### src/rtl/lcd_bus_receiver_pkg.sv
// Shared constants, bus payload type, FSM states and AC stepping for the LCD bus receiver.
// Command masks identify the highest set bit of an HD44780 instruction byte.
package lcd_rx_pkg;

  localparam int unsigned DATA_W    = 8;
  localparam int unsigned AC_W      = 7;
  localparam int unsigned IDX_W     = 5;
  localparam int unsigned BUF_DEPTH = 32;

  localparam logic [DATA_W-1:0] CMD_CLEAR = 8'h01;
  localparam logic [DATA_W-1:0] CMD_HOME  = 8'h02;
  localparam logic [DATA_W-1:0] CMD_ENTRY = 8'h04;
  localparam logic [DATA_W-1:0] CMD_DISP  = 8'h08;
  localparam logic [DATA_W-1:0] CMD_SHIFT = 8'h10;
  localparam logic [DATA_W-1:0] CMD_FUNC  = 8'h20;
  localparam logic [DATA_W-1:0] CMD_CGRAM = 8'h40;
  localparam logic [DATA_W-1:0] CMD_DDRAM = 8'h80;

  localparam logic [DATA_W-1:0] CHR_SPACE  = 8'h20;
  localparam logic [AC_W-1:0]   LINE2_BASE = 7'h40;
  localparam logic [AC_W-1:0]   LINE_END   = 7'h27;
  localparam logic [AC_W-1:0]   LINE2_END  = 7'h67;

  typedef struct packed {
    logic              rw;
    logic              rs;
    logic [DATA_W-1:0] data;
  } lcd_xfer_t;

  typedef enum logic [1:0] {
    ST_IDLE   = 2'd0,
    ST_DECODE = 2'd1,
    ST_BUSY   = 2'd2
  } state_e;

  // DDRAM address step: each line ends at xx27 and wraps to the other line's start.
  function automatic logic [AC_W-1:0] ac_step(input logic [AC_W-1:0] ac, input logic up);
    logic [AC_W-1:0] nxt;
    if (up) begin
      if (ac == LINE_END)       nxt = LINE2_BASE;
      else if (ac == LINE2_END) nxt = '0;
      else                      nxt = ac + AC_W'(1);
    end else begin
      if (ac == LINE2_BASE)     nxt = LINE_END;
      else if (ac == '0)        nxt = LINE2_END;
      else                      nxt = ac - AC_W'(1);
    end
    return nxt;
  endfunction

  function automatic logic ac_visible(input logic [AC_W-1:0] ac);
    return (ac[5:4] == 2'b00);
  endfunction

  function automatic logic [IDX_W-1:0] ac_index(input logic [AC_W-1:0] ac);
    return {ac[6], ac[3:0]};
  endfunction

endpackage

### src/rtl/lcd_bus_receiver_if.sv
// HD44780 8-bit parallel bus. LCD_RX_BUSYFLAG_EN adds the busy-flag readback
// driver (LCD_DATA_OUT / LCD_DATA_OE) from the receiver side.
interface lcd_bus_if;
  logic [7:0] LCD_DATA;
  logic       LCD_RS;
  logic       LCD_RW;
  logic       LCD_EN;
`ifdef LCD_RX_BUSYFLAG_EN
  logic [7:0] LCD_DATA_OUT;
  logic       LCD_DATA_OE;

  modport master (output LCD_DATA, LCD_RS, LCD_RW, LCD_EN,
                  input  LCD_DATA_OUT, LCD_DATA_OE);
  modport slave  (input  LCD_DATA, LCD_RS, LCD_RW, LCD_EN,
                  output LCD_DATA_OUT, LCD_DATA_OE);
`else
  modport master (output LCD_DATA, LCD_RS, LCD_RW, LCD_EN);
  modport slave  (input  LCD_DATA, LCD_RS, LCD_RW, LCD_EN);
`endif
endinterface

### src/rtl/lcd_bus_receiver_sync.sv
// Multi-stage synchronizer for the LCD bus plus EN falling-edge detector.
// The synced EN level is exported only when LCD_RX_BUSYFLAG_EN is defined.
module lcd_bus_sync
  import lcd_rx_pkg::*;
#(
  parameter int unsigned SYNC_STAGES = 2
) (
  input  logic              clk,
  input  logic              rst_n,
  input  logic [DATA_W-1:0] data_i,
  input  logic              rs_i,
  input  logic              rw_i,
  input  logic              en_i,
  output lcd_xfer_t         xfer_o,
`ifdef LCD_RX_BUSYFLAG_EN
  output logic              en_o,
`endif
  output logic              fall_c
);

  localparam int unsigned SAMPLE_W = DATA_W + 3;
  localparam int unsigned LAST     = SYNC_STAGES - 1;

  logic [SYNC_STAGES-1:0][SAMPLE_W-1:0] stage_q, stage_d;
  logic                                 en_prev_q, en_prev_d;
  logic                                 en_s;

  // EN, RW, RS and DATA travel through the same depth so they stay aligned.
  always_comb begin
    stage_d    = '0;
    stage_d[0] = {en_i, rw_i, rs_i, data_i};
    for (int i = 1; i < SYNC_STAGES; i++) begin
      stage_d[i] = stage_q[i-1];
    end
    en_prev_d = en_s;
  end

  always_ff @(posedge clk or negedge rst_n) begin
    if (!rst_n) begin
      stage_q   <= '0;
      en_prev_q <= 1'b0;
    end else begin
      stage_q   <= stage_d;
      en_prev_q <= en_prev_d;
    end
  end

  assign en_s   = stage_q[LAST][SAMPLE_W-1];
  assign xfer_o = lcd_xfer_t'(stage_q[LAST][SAMPLE_W-2:0]);
  assign fall_c = en_prev_q & ~en_s;
`ifdef LCD_RX_BUSYFLAG_EN
  assign en_o   = en_s;
`endif

endmodule

### src/rtl/lcd_bus_receiver.sv
// HD44780-compatible bus responder mirroring a 2x16 display into a shadow buffer.
// Optional LCD_RX_BUSYFLAG_EN answers RS=0 reads with {busy, AC} on LCD_DATA_OUT.
module lcd_bus_receiver
  import lcd_rx_pkg::*;
#(
  parameter int unsigned BUSY_CYC    = 2000,
  parameter int unsigned CLR_CYC     = 82000,
  parameter int unsigned SYNC_STAGES = 2
) (
  input  logic              iCLK,
  input  logic              iRST_N,
  lcd_bus_if.slave          lcd,
  input  logic [IDX_W-1:0]  iRD_ADDR,
  output logic [DATA_W-1:0] oRD_DATA,
  output logic [AC_W-1:0]   oAC,
  output logic              oDISP_ON,
  output logic              oCURSOR_ON,
  output logic              oBUSY,
  output logic              oCMD_VALID,
  output logic [DATA_W-1:0] oCMD,
  output logic              oCHAR_WR,
  output logic              oFRAME,
  output logic              oOVERRUN,
  output logic              oPROTO_ERR
);

  localparam int unsigned MAX_CYC = (CLR_CYC > BUSY_CYC) ? CLR_CYC : BUSY_CYC;
  localparam int unsigned CNT_W   = $clog2(MAX_CYC + 1);

  lcd_xfer_t s_xfer;
  logic      s_fall_c;
  logic      bf_rd_c;

  state_e             state_q, state_d;
  logic [CNT_W-1:0]   cnt_q, cnt_d, limit_c;
  lcd_xfer_t          xfer_q, xfer_d;
  logic [AC_W-1:0]    ac_q, ac_d;
  logic               inc_q, inc_d;
  logic               disp_q, disp_d;
  logic               cur_q, cur_d;
  logic [DATA_W-1:0]  cmd_q, cmd_d;
  logic [DATA_W-1:0]  buf_q [BUF_DEPTH];
  logic [DATA_W-1:0]  buf_d [BUF_DEPTH];
  logic [DATA_W-1:0]  rd_data_q, rd_data_d;
  logic               busy_q, busy_d;
  logic               cmd_valid_q, cmd_valid_d;
  logic               char_wr_q, char_wr_d;
  logic               frame_q, frame_d;
  logic               overrun_q, overrun_d;
  logic               proto_q, proto_d;
  logic [IDX_W-1:0]   wr_idx_c;
  logic               long_c;

`ifdef LCD_RX_BUSYFLAG_EN
  logic               s_en;
  logic [DATA_W-1:0]  dout_q, dout_d;
  logic               oe_q, oe_d;
`endif

  lcd_bus_sync #(
    .SYNC_STAGES (SYNC_STAGES)
  ) u_sync (
    .clk    (iCLK),
    .rst_n  (iRST_N),
    .data_i (lcd.LCD_DATA),
    .rs_i   (lcd.LCD_RS),
    .rw_i   (lcd.LCD_RW),
    .en_i   (lcd.LCD_EN),
    .xfer_o (s_xfer),
`ifdef LCD_RX_BUSYFLAG_EN
    .en_o   (s_en),
`endif
    .fall_c (s_fall_c)
  );

  // Clear Display and Return Home get the long busy window.
  assign long_c  = ~xfer_q.rs && (xfer_q.data[7:2] == 6'd0) && (xfer_q.data[1:0] != 2'd0);
  assign limit_c = long_c ? CNT_W'(CLR_CYC - 1) : CNT_W'(BUSY_CYC - 1);

  always_comb begin
    state_d     = state_q;
    cnt_d       = cnt_q;
    xfer_d      = xfer_q;
    ac_d        = ac_q;
    inc_d       = inc_q;
    disp_d      = disp_q;
    cur_d       = cur_q;
    cmd_d       = cmd_q;
    buf_d       = buf_q;
    cmd_valid_d = 1'b0;
    char_wr_d   = 1'b0;
    frame_d     = 1'b0;
    overrun_d   = 1'b0;
    proto_d     = 1'b0;
    wr_idx_c    = ac_index(ac_q);
`ifdef LCD_RX_BUSYFLAG_EN
    bf_rd_c     = ~s_xfer.rs;
`else
    bf_rd_c     = 1'b0;
`endif

    // Reads never enter the FSM; writes while busy are dropped.
    if (s_fall_c) begin
      if (s_xfer.rw) begin
        proto_d = ~bf_rd_c;
      end else if (state_q != ST_IDLE) begin
        overrun_d = 1'b1;
      end else begin
        state_d = ST_DECODE;
        xfer_d  = s_xfer;
      end
    end

    case (state_q)
      ST_DECODE: begin
        state_d = ST_BUSY;
        cnt_d   = '0;
        if (xfer_q.rs) begin
          if (ac_visible(ac_q)) begin
            buf_d[wr_idx_c] = xfer_q.data;
            char_wr_d       = 1'b1;
            frame_d         = (wr_idx_c == IDX_W'(BUF_DEPTH - 1));
          end
          ac_d = ac_step(ac_q, inc_q);
        end else begin
          cmd_valid_d = 1'b1;
          cmd_d       = xfer_q.data;
          if ((xfer_q.data & CMD_DDRAM) != '0) begin
            ac_d = xfer_q.data[AC_W-1:0];
          end else if ((xfer_q.data & (CMD_CGRAM | CMD_FUNC)) != '0) begin
            ac_d = ac_q;
          end else if ((xfer_q.data & CMD_SHIFT) != '0) begin
            if (!xfer_q.data[3]) ac_d = ac_step(ac_q, xfer_q.data[2]);
          end else if ((xfer_q.data & CMD_DISP) != '0) begin
            disp_d = xfer_q.data[2];
            cur_d  = xfer_q.data[1];
          end else if ((xfer_q.data & CMD_ENTRY) != '0) begin
            inc_d = xfer_q.data[1];
          end else if ((xfer_q.data & CMD_HOME) != '0) begin
            ac_d = '0;
          end else if ((xfer_q.data & CMD_CLEAR) != '0) begin
            for (int i = 0; i < BUF_DEPTH; i++) buf_d[i] = CHR_SPACE;
            ac_d  = '0;
            inc_d = 1'b1;
          end
        end
      end
      ST_BUSY: begin
        if (cnt_q == limit_c) state_d = ST_IDLE;
        else                  cnt_d   = cnt_q + CNT_W'(1);
      end
      default: begin
        cnt_d = cnt_q;
      end
    endcase

    busy_d    = (state_d != ST_IDLE);
    rd_data_d = buf_q[iRD_ADDR];
  end

`ifdef LCD_RX_BUSYFLAG_EN
  always_comb begin
    oe_d   = s_xfer.rw & ~s_xfer.rs & s_en;
    dout_d = {busy_q, ac_q};
  end

  always_ff @(posedge iCLK or negedge iRST_N) begin
    if (!iRST_N) begin
      oe_q   <= 1'b0;
      dout_q <= '0;
    end else begin
      oe_q   <= oe_d;
      dout_q <= dout_d;
    end
  end

  assign lcd.LCD_DATA_OE  = oe_q;
  assign lcd.LCD_DATA_OUT = dout_q;
`endif

  always_ff @(posedge iCLK or negedge iRST_N) begin
    if (!iRST_N) begin
      state_q     <= ST_IDLE;
      cnt_q       <= '0;
      xfer_q      <= '0;
      ac_q        <= '0;
      inc_q       <= 1'b1;
      disp_q      <= 1'b0;
      cur_q       <= 1'b0;
      cmd_q       <= '0;
      for (int i = 0; i < BUF_DEPTH; i++) buf_q[i] <= CHR_SPACE;
      rd_data_q   <= '0;
      busy_q      <= 1'b0;
      cmd_valid_q <= 1'b0;
      char_wr_q   <= 1'b0;
      frame_q     <= 1'b0;
      overrun_q   <= 1'b0;
      proto_q     <= 1'b0;
    end else begin
      state_q     <= state_d;
      cnt_q       <= cnt_d;
      xfer_q      <= xfer_d;
      ac_q        <= ac_d;
      inc_q       <= inc_d;
      disp_q      <= disp_d;
      cur_q       <= cur_d;
      cmd_q       <= cmd_d;
      buf_q       <= buf_d;
      rd_data_q   <= rd_data_d;
      busy_q      <= busy_d;
      cmd_valid_q <= cmd_valid_d;
      char_wr_q   <= char_wr_d;
      frame_q     <= frame_d;
      overrun_q   <= overrun_d;
      proto_q     <= proto_d;
    end
  end

  assign oRD_DATA   = rd_data_q;
  assign oAC        = ac_q;
  assign oDISP_ON   = disp_q;
  assign oCURSOR_ON = cur_q;
  assign oBUSY      = busy_q;
  assign oCMD_VALID = cmd_valid_q;
  assign oCMD       = cmd_q;
  assign oCHAR_WR   = char_wr_q;
  assign oFRAME     = frame_q;
  assign oOVERRUN   = overrun_q;
  assign oPROTO_ERR = proto_q;

endmodule

### src/flat_wrapper.sv
// flat-port wrapper written by rule: the top's interface ports become plain ports
module lcd_bus_receiver_flat import lcd_rx_pkg::*;
#(
  parameter int unsigned BUSY_CYC    = 2000,
  parameter int unsigned CLR_CYC     = 82000,
  parameter int unsigned SYNC_STAGES = 2
)
  (iCLK, iRST_N, iRD_ADDR, oRD_DATA, oAC, oDISP_ON, oCURSOR_ON, oBUSY, oCMD_VALID, oCMD, oCHAR_WR, oFRAME, oOVERRUN, oPROTO_ERR, lcd_LCD_DATA, lcd_LCD_RS, lcd_LCD_RW, lcd_LCD_EN);
  lcd_bus_if lcd_i ();
  input  logic iCLK;
  input  logic iRST_N;
  input  logic [IDX_W-1:0] iRD_ADDR;
  output logic [DATA_W-1:0] oRD_DATA;
  output logic [AC_W-1:0] oAC;
  output logic oDISP_ON;
  output logic oCURSOR_ON;
  output logic oBUSY;
  output logic oCMD_VALID;
  output logic [DATA_W-1:0] oCMD;
  output logic oCHAR_WR;
  output logic oFRAME;
  output logic oOVERRUN;
  output logic oPROTO_ERR;
  input wire logic [$bits(lcd_i.LCD_DATA)-1:0] lcd_LCD_DATA;
  input wire logic [$bits(lcd_i.LCD_RS)-1:0] lcd_LCD_RS;
  input wire logic [$bits(lcd_i.LCD_RW)-1:0] lcd_LCD_RW;
  input wire logic [$bits(lcd_i.LCD_EN)-1:0] lcd_LCD_EN;
  assign lcd_i.LCD_DATA = lcd_LCD_DATA;
  assign lcd_i.LCD_RS = lcd_LCD_RS;
  assign lcd_i.LCD_RW = lcd_LCD_RW;
  assign lcd_i.LCD_EN = lcd_LCD_EN;
  lcd_bus_receiver #(.BUSY_CYC(BUSY_CYC), .CLR_CYC(CLR_CYC), .SYNC_STAGES(SYNC_STAGES)) u_core (.iCLK(iCLK), .iRST_N(iRST_N), .lcd(lcd_i), .iRD_ADDR(iRD_ADDR), .oRD_DATA(oRD_DATA), .oAC(oAC), .oDISP_ON(oDISP_ON), .oCURSOR_ON(oCURSOR_ON), .oBUSY(oBUSY), .oCMD_VALID(oCMD_VALID), .oCMD(oCMD), .oCHAR_WR(oCHAR_WR), .oFRAME(oFRAME), .oOVERRUN(oOVERRUN), .oPROTO_ERR(oPROTO_ERR));
endmodule
### config.mk
export PLATFORM = sky130hd
export DESIGN_NAME = lcd_bus_receiver_flat
export DESIGN_NICKNAME = d
export VERILOG_FILES = /design/src/rtl/lcd_bus_receiver_pkg.sv /design/src/rtl/lcd_bus_receiver_if.sv /design/src/rtl/lcd_bus_receiver_sync.sv /design/src/rtl/lcd_bus_receiver.sv /design/src/flat_wrapper.sv
export SDC_FILE = /design/constraint.sdc
export NUM_CORES = 1
export LEC_CHECK = 0
export BUFFER_PORTS_ARGS = -buffer_cell sky130_fd_sc_hd__clkbuf_2
export CORE_MARGIN = 2
export CORE_UTILIZATION = 58
export CTS_BUF_LIST = sky130_fd_sc_hd__clkbuf_4
export DETAILED_ROUTE_END_ITERATION = 7
export MAX_ROUTING_LAYER = met4
export PLACE_DENSITY = 0.76
export SLEW_MARGIN = 10
export SYNTH_ARGS = -nofsm -noshare
export SYNTH_HDL_FRONTEND = slang
export SYNTH_SLANG_ARGS = --single-unit
### constraint.sdc
create_clock -name iCLK -period 2.13 [get_ports iCLK]
set_clock_uncertainty 0.1 [all_clocks]
set_input_delay 0.3195 -clock iCLK [delete_from_list [all_inputs] [get_ports iCLK]]
set_output_delay 0.3195 -clock iCLK [all_outputs]
set_load 0.01 [all_outputs]
Word-level counts from Yosys, hierarchy flattened
Index checks and enable logic that the tools add are counted.

Output and inout port bits: 31. Bits in registers: 339. Bits of input ports: 18. Word-level logic and storage cells: 162.

Bitwise logic cells: 11. Order comparisons: 3. Reductions and logical operators: 21. Equality and inequality tests: 19. Multiplexer cells: 54. Add/sub/neg operators: 3.

Operators by type and width (number): $mux W256 (9); $bwmux W256 (1); $mux W7 (15); $bmux W8 S5 (1); $demux W8 S5 (1); $mux W17 (2); $pmux W17 S2 (1); $mux W8 (3); $add A17 B1 Y17 const B (1); $eq A17 B17 Y1 (1); $mux W1 (16); $eq A7 B7 Y1 const B (2); $ne A2 B1 Y1 const B (7); $ge A6 B6 Y1 const B (2); $not A5 Y6 (2); $reduce_bool A2 Y1 (6); $reduce_and A9 Y1 (1); $mux W2 (4); $not A1 Y1 (8); $reduce_and A8 Y1 (1); $reduce_bool A8 Y1 (1); $add A7 B1 Y7 const B (1); $eq A7 B6 Y1 const B (1); $logic_not A7 Y1 (1); 18 further kinds (23).

Logic depth before layout (Yosys ltp)
Gate-level depths: netlist of run 1.

Depth in word-level cells: 9. Mapped depth: 11. Gate-level depth less buffers: 8.

Cells and area by module
From an unflattened synthesis of run 1, not the netlist that was laid out.

Cells, all modules: 1232. Area, all modules: 15546.2 sq um.

By module, submodules not included: lcd_bus_receiver (cells an instance 1208, area an instance 14956.8 sq um, seq. area each 7948.9 sq um, times used 1); lcd_bus_sync (cells an instance 24, area an instance 589.3 sq um, seq. area each 575.6 sq um, times used 1).

Least setup slack after synthesis of run 1
Ideal clock, no wire load.

Path kind: register -> register. Start point: register u_core.state_q[1]. End point: register u_core.buf_q[103] (netlist bit). Data required time: 1.898 ns. Arrival: 2.031 ns. Clock period less this slack: 2.262 ns. Path buffers: 3. Path slack: -0.132 ns. Stages on the path, launching flop included: 12. Setup time: 0.132 ns. Cell sequence: dfrtp_1 -> inv_1 -> ha_1 -> nand2b_1 -> buf_2 -> inv_2 -> nand3_1 -> o31ai_1 -> buf_2 -> buf_2 -> nand2_1 -> o2bb2ai_1.

Word-level cells in the longest chain between the ends: 2.

RTL lines: start, declared (RTL line lcd_bus_receiver.sv:34) `state_e state_q, state_d;`; start signal, assigned (RTL line lcd_bus_receiver.sv:200) `state_q <= state_d;`; $eq A2 B1 Y1 (RTL line lcd_bus_receiver.sv:114) `case (state_q)`; $reduce_and A9 Y1 (no source line); end signal, assigned (RTL line lcd_bus_receiver.sv:208) `buf_q <= buf_d;`; end, declared (RTL line lcd_bus_receiver.sv:42) `logic [DATA_W-1:0] buf_q [BUF_DEPTH];`.

No other way between the ends. A chain may end at the register's enable or synchronous reset.

Worst setup path in the final report of run 1
Start point: register u_core.state_q[1]. End point: register u_core.buf_q[173] (netlist bit).

Same word-level chain as after synthesis.

==> results of run 1 <==
[registers in the layout, indices dropped and copies added, names as in the netlist, 2 cells and up]
signal                 flops
u_core.oAC                 7
u_core.state_q             2
u_core.u_sync.xfer_o      10
u_core.oRD_DATA            8
u_core.xfer_q              9
u_core.cnt_q              17
u_core.u_sync.stage_d     11
u_core.oCMD                8
u_core.buf_q             256
[through the flow]
step	total power (W)	cells	setup slack, ns	hold slack [ns]
after floorplan	0.0131	1264	0.00188	-0.0761
after global placement	0.0155	1667	-0.0146	0.151
after detailed placement	0.0158	1667	-0.0793	0.149
after CTS	0.0219	1843	-0.0331	0.0149
after global routing	0.0235	1855	-0.119	0.0374
final	0.0224	1855	-0.0229	0.0109
[area by class of cell]
class / instances / area [um^2] / area share
timing repair buffer: 187 / 1720 / 0.0915
clock buffer: 141 / 1060 / 0.0564
clock inverter: 19 / 135 / 0.00720
inverter: 44 / 169 / 0.00899
multi-input combinational: 783 / 6740 / 0.359
sequential: 339 / 8530 / 0.454
tap: 341 / 427 / 0.0227
antenna: 1 / 2.50 / 0.000133
[worst register-to-register path: stages (launching register included)]
cell and delay [ns]:
dfrtp_1 0.40, inv_2 0.08, ha_4 0.13, nand2b_1 0.08
inv_2 0.08, nand3_2 0.12, o31ai_4 0.25, buf_6 0.15
nor2b_4 0.31, clkbuf_16 0.25, a31oi_1 0.09
[cell usage after synthesis (3+ instances only)]
cell / count
nor2_1: 19
dfstp_2: 33
nand4_1: 6
nand2b_1: 6
a221oi_1: 10
nor2b_1: 16
o31ai_1: 7
nand3b_1: 33
nand2_1: 135
mux2i_1: 34
a22o_1: 20
a31oi_1: 34
ha_1: 9
or3_1: 3
and3_1: 5
o22ai_1: 3
clkbuf_1: 66
nand3_1: 25
inv_1: 42
xnor2_1: 14
a21oi_1: 13
buf_1: 10
and2_1: 5
dfrtp_1: 306
mux4_2: 64
nor3_1: 5
o2bb2ai_1: 225
mux2_2: 11
buf_2: 19
o21ai_0: 36
buf_4: 3
xor2_1: 3
or4_1: 3
[power by group]
part           internal [W]  leakage [nW]  total, W  switching (W)
combinational       0.00330          3.30   0.00766        0.00436
clock               0.00324         0.711   0.00595        0.00271
sequential          0.00792          4.49   0.00880       0.000882
total                0.0145          8.50    0.0224        0.00795
[kinds of logic after synthesis]
family	count (synthesis)	synth area share
multiplexers	109	0.122
AND/OR/NAND/NOR	274	0.0871
buffers and inverters	142	0.0364
AO/OA/AOI/OAI	374	0.192
flip-flops	339	0.546
adder cells (fa/ha/maj)	9	0.00722
XOR/XNOR	17	0.00954
[layer usage]
metal,vias to the layer above,track usage
met5,-,-
met4,0,0.105
met3,97,0.0632
met2,581,0.451
met1,6039,0.431
li1,5243,-
[final timing paths]
| path | startpoint | to | slack (ns) | depth (start not counted) |
|---|---|---|---|---|
| worst max register to register | u_core.state_q[1]$_DFF_PN0_ | u_core.buf_q[173]$_DFFE_PN1P_ | -0.02 | 10 |
| worst min register to register | u_core.u_sync.stage_d[13]$_DFF_PN0_ | u_core.u_sync.xfer_o[2]$_DFF_PN0_ | 0.24 | 0 |
| min in group iCLK | iRD_ADDR[2] | u_core.oRD_DATA[4]$_DFF_PN0_ | 0.16 | 3 |
| worst min-delay path | iRST_N | u_core.buf_q[113]$_DFFE_PN0P_ | 0.01 | 2 |
| worst max-delay path | u_core.state_q[1]$_DFF_PN0_ | u_core.buf_q[173]$_DFFE_PN1P_ | -0.02 | 10 |
| max in group asynchronous | iRST_N | u_core.inc_q$_DFFE_PN1P_ | 1.14 | 3 |
[repair_timing]
action | 4_1_cts | 5_1_grt
hold buffers | 12 | 0
pin swaps | 4 | 0
setup buffers | 3 | 7
cloned | 1 | 4
gates resized for setup | 9 | 53
endpoints found under the setup margin | 206 | 267
endpoints found under the hold margin | 321 | 0
==> results by group, run 1 <==
Status
  – Status: finished, violations left
  – Failing checks: setup timing

Drt
  – Total Routed Length: 42.1 mm
  – Number of nets still failing antenna checks after routing: 0
  – Detailed-route via count: 11,960
  – Drt first pass iters: 5
  – DR iter-0 viols: 1,176
  – WL per Instance: 22.7 um
  – Top sig layer: met4
  – WL met2: 19.8 mm
  – DRC: 0
  – Via density: 6.45
  – Metal-1 WL: 17.8 mm
  – Routed wl met3: 3.36 mm

Global routing
  – Pin count of the biggest net entering global routing: 74
  – Global-route wire length before repair: 65.9 mm
  – Initial antenna violation count: 1
  – Number of global-route vias before repair: 11,977
  – Gr ovfl total: 0
  – GRT Overall Usage: 0.307

Placement
  – DP Area: 0.0170 mm^2
  – Number of I/O port buffers: 48
  – Final HPWL DP: 26.0 mm
  – GPL Wtd Cong: 0.902

CTS
  – Worst-Skew Late Latency: 0.72 ns
  – Reg clk slew, reported paths: 0.08 ns
  – Max Root-Sink Buffers: 3
  – CTS tree: built
  – Max H-tree Level: 3
  – Root buf cell: clkbuf_4
  – Clk sinks: 339
  – TritonCTS Buffers: 88

Final layout
  – Layout area overhead: 20.3%
  – Core occupancy in the finished layout: 0.705
  – Nets: 1,470
  – FILL cells: 1,793
  – Most frequent cells in the layout: 304 x dfrtp_1, 225 x o2bb2ai_1, 141 x clkbuf_4, 103 x nand2_1, 96 x buf_4
  – Commonest non-fill, non-tap cell in the layout: dfrtp_1
  – Fraction of layout instances using a drive strength above 1: 0.321
  – Cell area after layout: 0.0188 mm^2

Setup path
  – CP dominant cell by count: inv_2
  – CP max stage cell: dfrtp_1
  – Worst Setup Start Kind: flip-flop
  – Crit path DAT: 2.64 ns
  – Crit-path max FO: 8
  – Kind of critical path: flip-flop to flip-flop
  – Max incr delay on CP: 0.40 ns
  – Worst path top cell family by delay: buffers and inverters
  – Worst-path cell chain: inv_2, ha_4, nand2b_1, inv_2, nand3_2, o31ai_4, buf_6, nor2b_4, clkbuf_16, a31oi_1
  – CP endpoint kind: flip-flop
  – Worst path bufs/invs: 4
  – WP data required: 2.62 ns

Die
  – Die ar.: 0.0282 mm^2
  – Core Rows: 60
  – Die Y: 168 um
  – Initial Util: 0.586
  – # IOs: 49
  – Core ar.: 0.0267 mm^2
  – Die width: 168 um

Timing
  – Relative slew margins: 0.619
  – Sum of negative setup slack: -0.154 ns
  – Slew at the pin with the worst max-slew slack: 0.570 ns
  – Fin. Hold Viols: 0
  – Unrepaired setup endpoints after global routing: true
  – # setup viols final: 14
  – Max Freq: 464 MHz
  – Final worst setup slack: -0.0229 ns
  – Final worst path period need: 2.15 ns
  – Final worst-path cycle share: 1.01
  – Pins Over Slew Limit: 0

Yosys
  – Avg Synthesized Cell Area: 12.3 um^2
  – Synth Register Bits: 339
  – Register area share after synthesis: 0.546
  – YS warnings: 0
  – Yosys cell types: 66
  – Synth top area cells: dfrtp_1 49%, o2bb2ai_1 13%, mux4_2 9.2%
  – Net Count, Synth: 1,291
  – Post-synth EDFFs: 0
  – Main flop type after synthesis: dfrtp_1
  – Share of the synthesized area in the top cell type: 0.491
  – Area leader, netlist: dfrtp_1
  – Netlist Area Pre-Place: 0.0156 mm^2
  – Syn Inst Count: 1,264
  – Ys async rst share: 1.00

Pwr
  – Leak pwr: 8.50 nW
  – Cell Pwr Density: 1190 mW/mm^2
  – VDD IR-drop max: 1070 uV

Run
  – Number of max-cap violations: 0

Worst hold path
  – Worst Hold Class: primary input to async pin
Note: power is estimated with default switching activity, not from simulation.
==> run 2: changes to the inputs <==
- CAP_MARGIN: default -> 25
- SYNTH_HIERARCHICAL: default -> 1
==> results by group, run 2 <==
Status
  – Status: finished clean

Setup path
  – Kind of critical path: flip-flop to flip-flop
  – R2R Path End: u_core/buf_q[254]$_DFFE_PN0P_
  – WP data required: 2.64 ns (+0.02 ns)
  – Crit path DAT: 2.62 ns (-0.02 ns)
  – Worst reg2reg startpoint: u_core/state_q[1]$_DFF_PN0_
  – CP endpoint kind: flip-flop
  – Crit-path max FO: 12 (+4)
  – Reg-to-reg slack, setup: 0.02 ns (+0.04 ns)
  – Worst Setup Start Kind: flip-flop
  – R2R depth: 8 (-2)

Pwr
  – VDD IR-drop max: 1140 uV (+6.5%)
  – Clock power frac: 0.299 (+0.034)
  – Cell Pwr Density: 1020 mW/mm^2 (-15%)
  – Sequential power share: 0.414 (+0.021)
  – Leak pwr: 8.09 nW (-4.8%)
  – Sw Share: 0.339 (-0.0157)
  – Combinational share of power: 0.287 (-0.055)
  – Cell-internal power: 0.0124 W (-14%)
  – Switching pwr: 0.00636 W (-20%)

Final layout
  – FILL cells: 1,778 (-0.84%)
  – Max reg flops: 256 (unchanged)
  – Finished Layout Cells: 1,805 (-2.7%)
  – Cell area after layout: 0.0185 mm^2 (-1.7%)
  – Largest Register: u_core/buf_q
  – Commonest non-fill, non-tap cell in the layout: dfrtp_1
  – Most frequent cells in the layout: 304 x dfrtp_1, 217 x o2bb2ai_1, 125 x clkbuf_4, 113 x nand2_1, 92 x buf_4
  – Layout area overhead: 18.8%
  – Fraction of layout instances using a drive strength above 1: 0.328 (+0.00756)
  – Nets: 1,434 (-2.4%)

Global routing
  – Initial antenna violation count: 1 (unchanged)
  – Number of global-route vias before repair: 11,860 (-0.98%)
  – GRT Overall Usage: 0.328 (+0.0212)
  – Gr ovfl total: 0 (unchanged)
  – Global-route wire length before repair: 68.7 mm (+4.1%)
  – Pin count of the biggest net entering global routing: 79 (+6.8%)

Yosys
  – Avg Synthesized Cell Area: 12.6 um^2 (+2.2%)
  – YS warnings: 6 (+6)
  – Syn Inst Count: 1,232 (-2.5%)
  – Ys async rst share: 1.00 (unchanged)
  – Register area share after synthesis: 0.548 (+0.00215)
  – Post-synth EDFFs: 0 (unchanged)
  – Main flop type after synthesis: dfrtp_1
  – Yosys cell types: 57 (-14%)
  – Synth top area cells: dfrtp_1 49%, o2bb2ai_1 12%, mux4_2 12%
  – Netlist Area Pre-Place: 0.0155 mm^2 (-0.39%)
  – Share of the synthesized area in the top cell type: 0.493 (+0.00193)
  – Net Count, Synth: 1,259 (-2.5%)
  – Commonest cells in the netlist: 306 x dfrtp_1, 217 x o2bb2ai_1, 132 x nand2_1
  – Synth Register Bits: 339 (unchanged)
  – Cell with the most instances after synthesis: dfrtp_1
  – Area leader, netlist: dfrtp_1

Worst hold path
  – WHS Path Cells: 2
  – Hold path start: lcd_LCD_DATA[5]
  – Worst Hold Path EP: u_core/u_sync/stage_d[16]$_DFF_PN0_
  – Worst Hold Class: primary input to flip-flop

Placement
  – DP Area: 0.0170 mm^2 (-0.33%)
  – Number of I/O port buffers: 48 (unchanged)
  – Placed Instances: 1,637 (-1.8%)
  – Final HPWL DP: 28.9 mm (+11%)
  – GPL Wtd Cong: 0.944 (+4.7%)

Drt
  – Drt first pass iters: 7 (+2)
  – DR iter-0 viols: 1,332 (+13%)
  – Total Routed Length: 43.3 mm (+2.9%)
  – Via density: 6.60 (+2.3%)
  – Number of nets still failing antenna checks after routing: 0 (unchanged)
  – Detailed-route via count: 11,908 (-0.43%)
  – WL per Instance: 24.0 um (+5.8%)
  – DRC: 0 (unchanged)

Timing
  – # setup viols final: 0 (-14)
  – Final worst-path cycle share: 0.992 (-0.0190)
  – Fin. Hold Viols: 0 (unchanged)
  – Final worst path period need: 2.11 ns (-0.0404 ns)
  – Slew at the pin with the worst max-slew slack: 0.621 ns (+0.0513 ns)
  – Relative slew margins: 0.586 (-0.0334)
  – Max Freq: 473 MHz (+1.9%)
  – Pins Over Slew Limit: 0 (unchanged)

CTS
  – Max Root-Sink Buffers: 3 (unchanged)
  – Clk sinks: 339 (unchanged)
  – Worst-Skew Late Latency: 0.73 ns (about the same)
  – TritonCTS Buffers: 86 (-2.3%)
  – Root buf cell: clkbuf_4
  – Max H-tree Level: 3 (unchanged)
  – CTS tree: built
  – Reg clk slew, reported paths: 0.07 ns (about the same)

Die
  – Die ar.: 0.0281 mm^2 (-0.38%)
  – Die Y: 168 um (-0.19%)
  – Core Rows: 59 (-1.7%)
  – Die width: 168 um (-0.19%)
  – Initial Util: 0.593 (+0.00759)
  – Core ar.: 0.0262 mm^2 (-1.7%)
  – # IOs: 49 (unchanged)

Run
  – Number of max-cap violations: 0 (unchanged)
[run 2: cell types whose count changed in the layout (fill, tap and decap cells not counted), sizes merged, moves of 16 or more]
cell / change
inv: -25
clkbuf: -17
nor2: +39
a31oi: -27
a21oi: +36
a22o: -19
mux4: +16
nand3b: -30
[run 2: final cells by class]
type / instances / area, um^2 / share of cell area
Antenna cell: 1 / 2.50 / 0.000136
Clock buffer: 125 / 938 / 0.0508
Clock inverter: 25 / 170 / 0.00922
Inverter: 17 / 63.8 / 0.00346
Multi-Input combinational cell: 785 / 6750 / 0.365
Sequential cell: 339 / 8530 / 0.462
Tap cell: 335 / 419 / 0.0227
Timing Repair Buffer: 178 / 1590 / 0.0863
[run 2: worst max-delay path by stage]
stage	from	slack (ns)	endpoint
5_1_grt	u_core/state_q[1]$_DFF_PN0_	-0.0004	u_core/buf_q[118]$_DFFE_PN0P_
4_1_cts	u_core/state_q[1]$_DFF_PN0_	-0.03	u_core/buf_q[202]$_DFFE_PN0P_
3_3_place_gp	iRD_ADDR[0]	-0.12	u_core/oRD_DATA[7]$_DFF_PN0_
6_report	u_core/state_q[1]$_DFF_PN0_	0.02	u_core/buf_q[254]$_DFFE_PN0P_
3_5_place_dp	iRD_ADDR[0]	-0.18	u_core/oRD_DATA[2]$_DFF_PN0_
2_1_floorplan	u_core/oAC[1]$_DFFE_PN0P_	0.01	u_core/oAC[3]$_DFFE_PN0P_
[run 2: logic make-up (layout without fill, tap and decap cells)]
group | count (synthesis) | count (layout) | synth area share
AND/OR/NAND/NOR | 285 | 285 | 0.0833
flip-flops | 339 | 339 | 0.548
AO/OA/AOI/OAI | 340 | 340 | 0.169
XOR/XNOR | 8 | 8 | 0.00451
adder cells (fa/ha/maj) | 9 | 9 | 0.00724
other | 0 | 1 | 0
multiplexers | 143 | 143 | 0.158
buffers and inverters | 108 | 345 | 0.0287
[run 2: what timing repair did]
action / 4_1_cts / 5_1_grt
resized for setup: 6 / 39
buffers inserted: 0 / 1
pin swaps: 0 / 5
cloned: 0 / 2
setup endpoints to repair: 38 / 214
endpoints found under the hold margin: 350 / 0
hold buffers: 15 / 0
[run 2: worst max-delay path, cell delays in order (launching register included)]
cell       delay, ns
dfrtp_1         0.39
inv_1           0.11
ha_4            0.16
nor4b_4         0.27
a41o_4          0.27
buf_4           0.14
clkbuf_16       0.17
nand2_1         0.22
o2bb2ai_1       0.21
[run 2: metal layers]
metal | routed length [um] | global-route usage
met5 | 0 | -
met4 | 1580 | 0.119
met3 | 4900 | 0.0969
met2 | 19000 | 0.459
met1 | 17800 | 0.460
[run 2: per-stage QoR]
step,hold slack [ns],setup TNS (ns),total power (W),utilization,worst slack [ns]
final,0.134,0,0.0188,0.705,0.0175
after global routing,0.100,-0.000376,0.0197,0.705,-0.000376
after CTS,0.0752,-0.128,0.0186,0.697,-0.0260
after detailed placement,0.140,-2.18,0.0129,0.648,-0.182
after global placement,0.134,-0.801,0.0128,0.648,-0.120
after floorplan,-0.0761,0,0.0109,-,0.0143
[run 2: power groups by stage]
stage,sequential (W),clock (W),combinational [W]
2_1_floorplan,0.00771,0,0.00319
3_3_place_gp,0.00781,0,0.00495
3_5_place_dp,0.00783,0,0.00507
4_1_cts,0.00774,0.00574,0.00513
5_1_grt,0.00784,0.00608,0.00583
6_report,0.00777,0.00561,0.00539
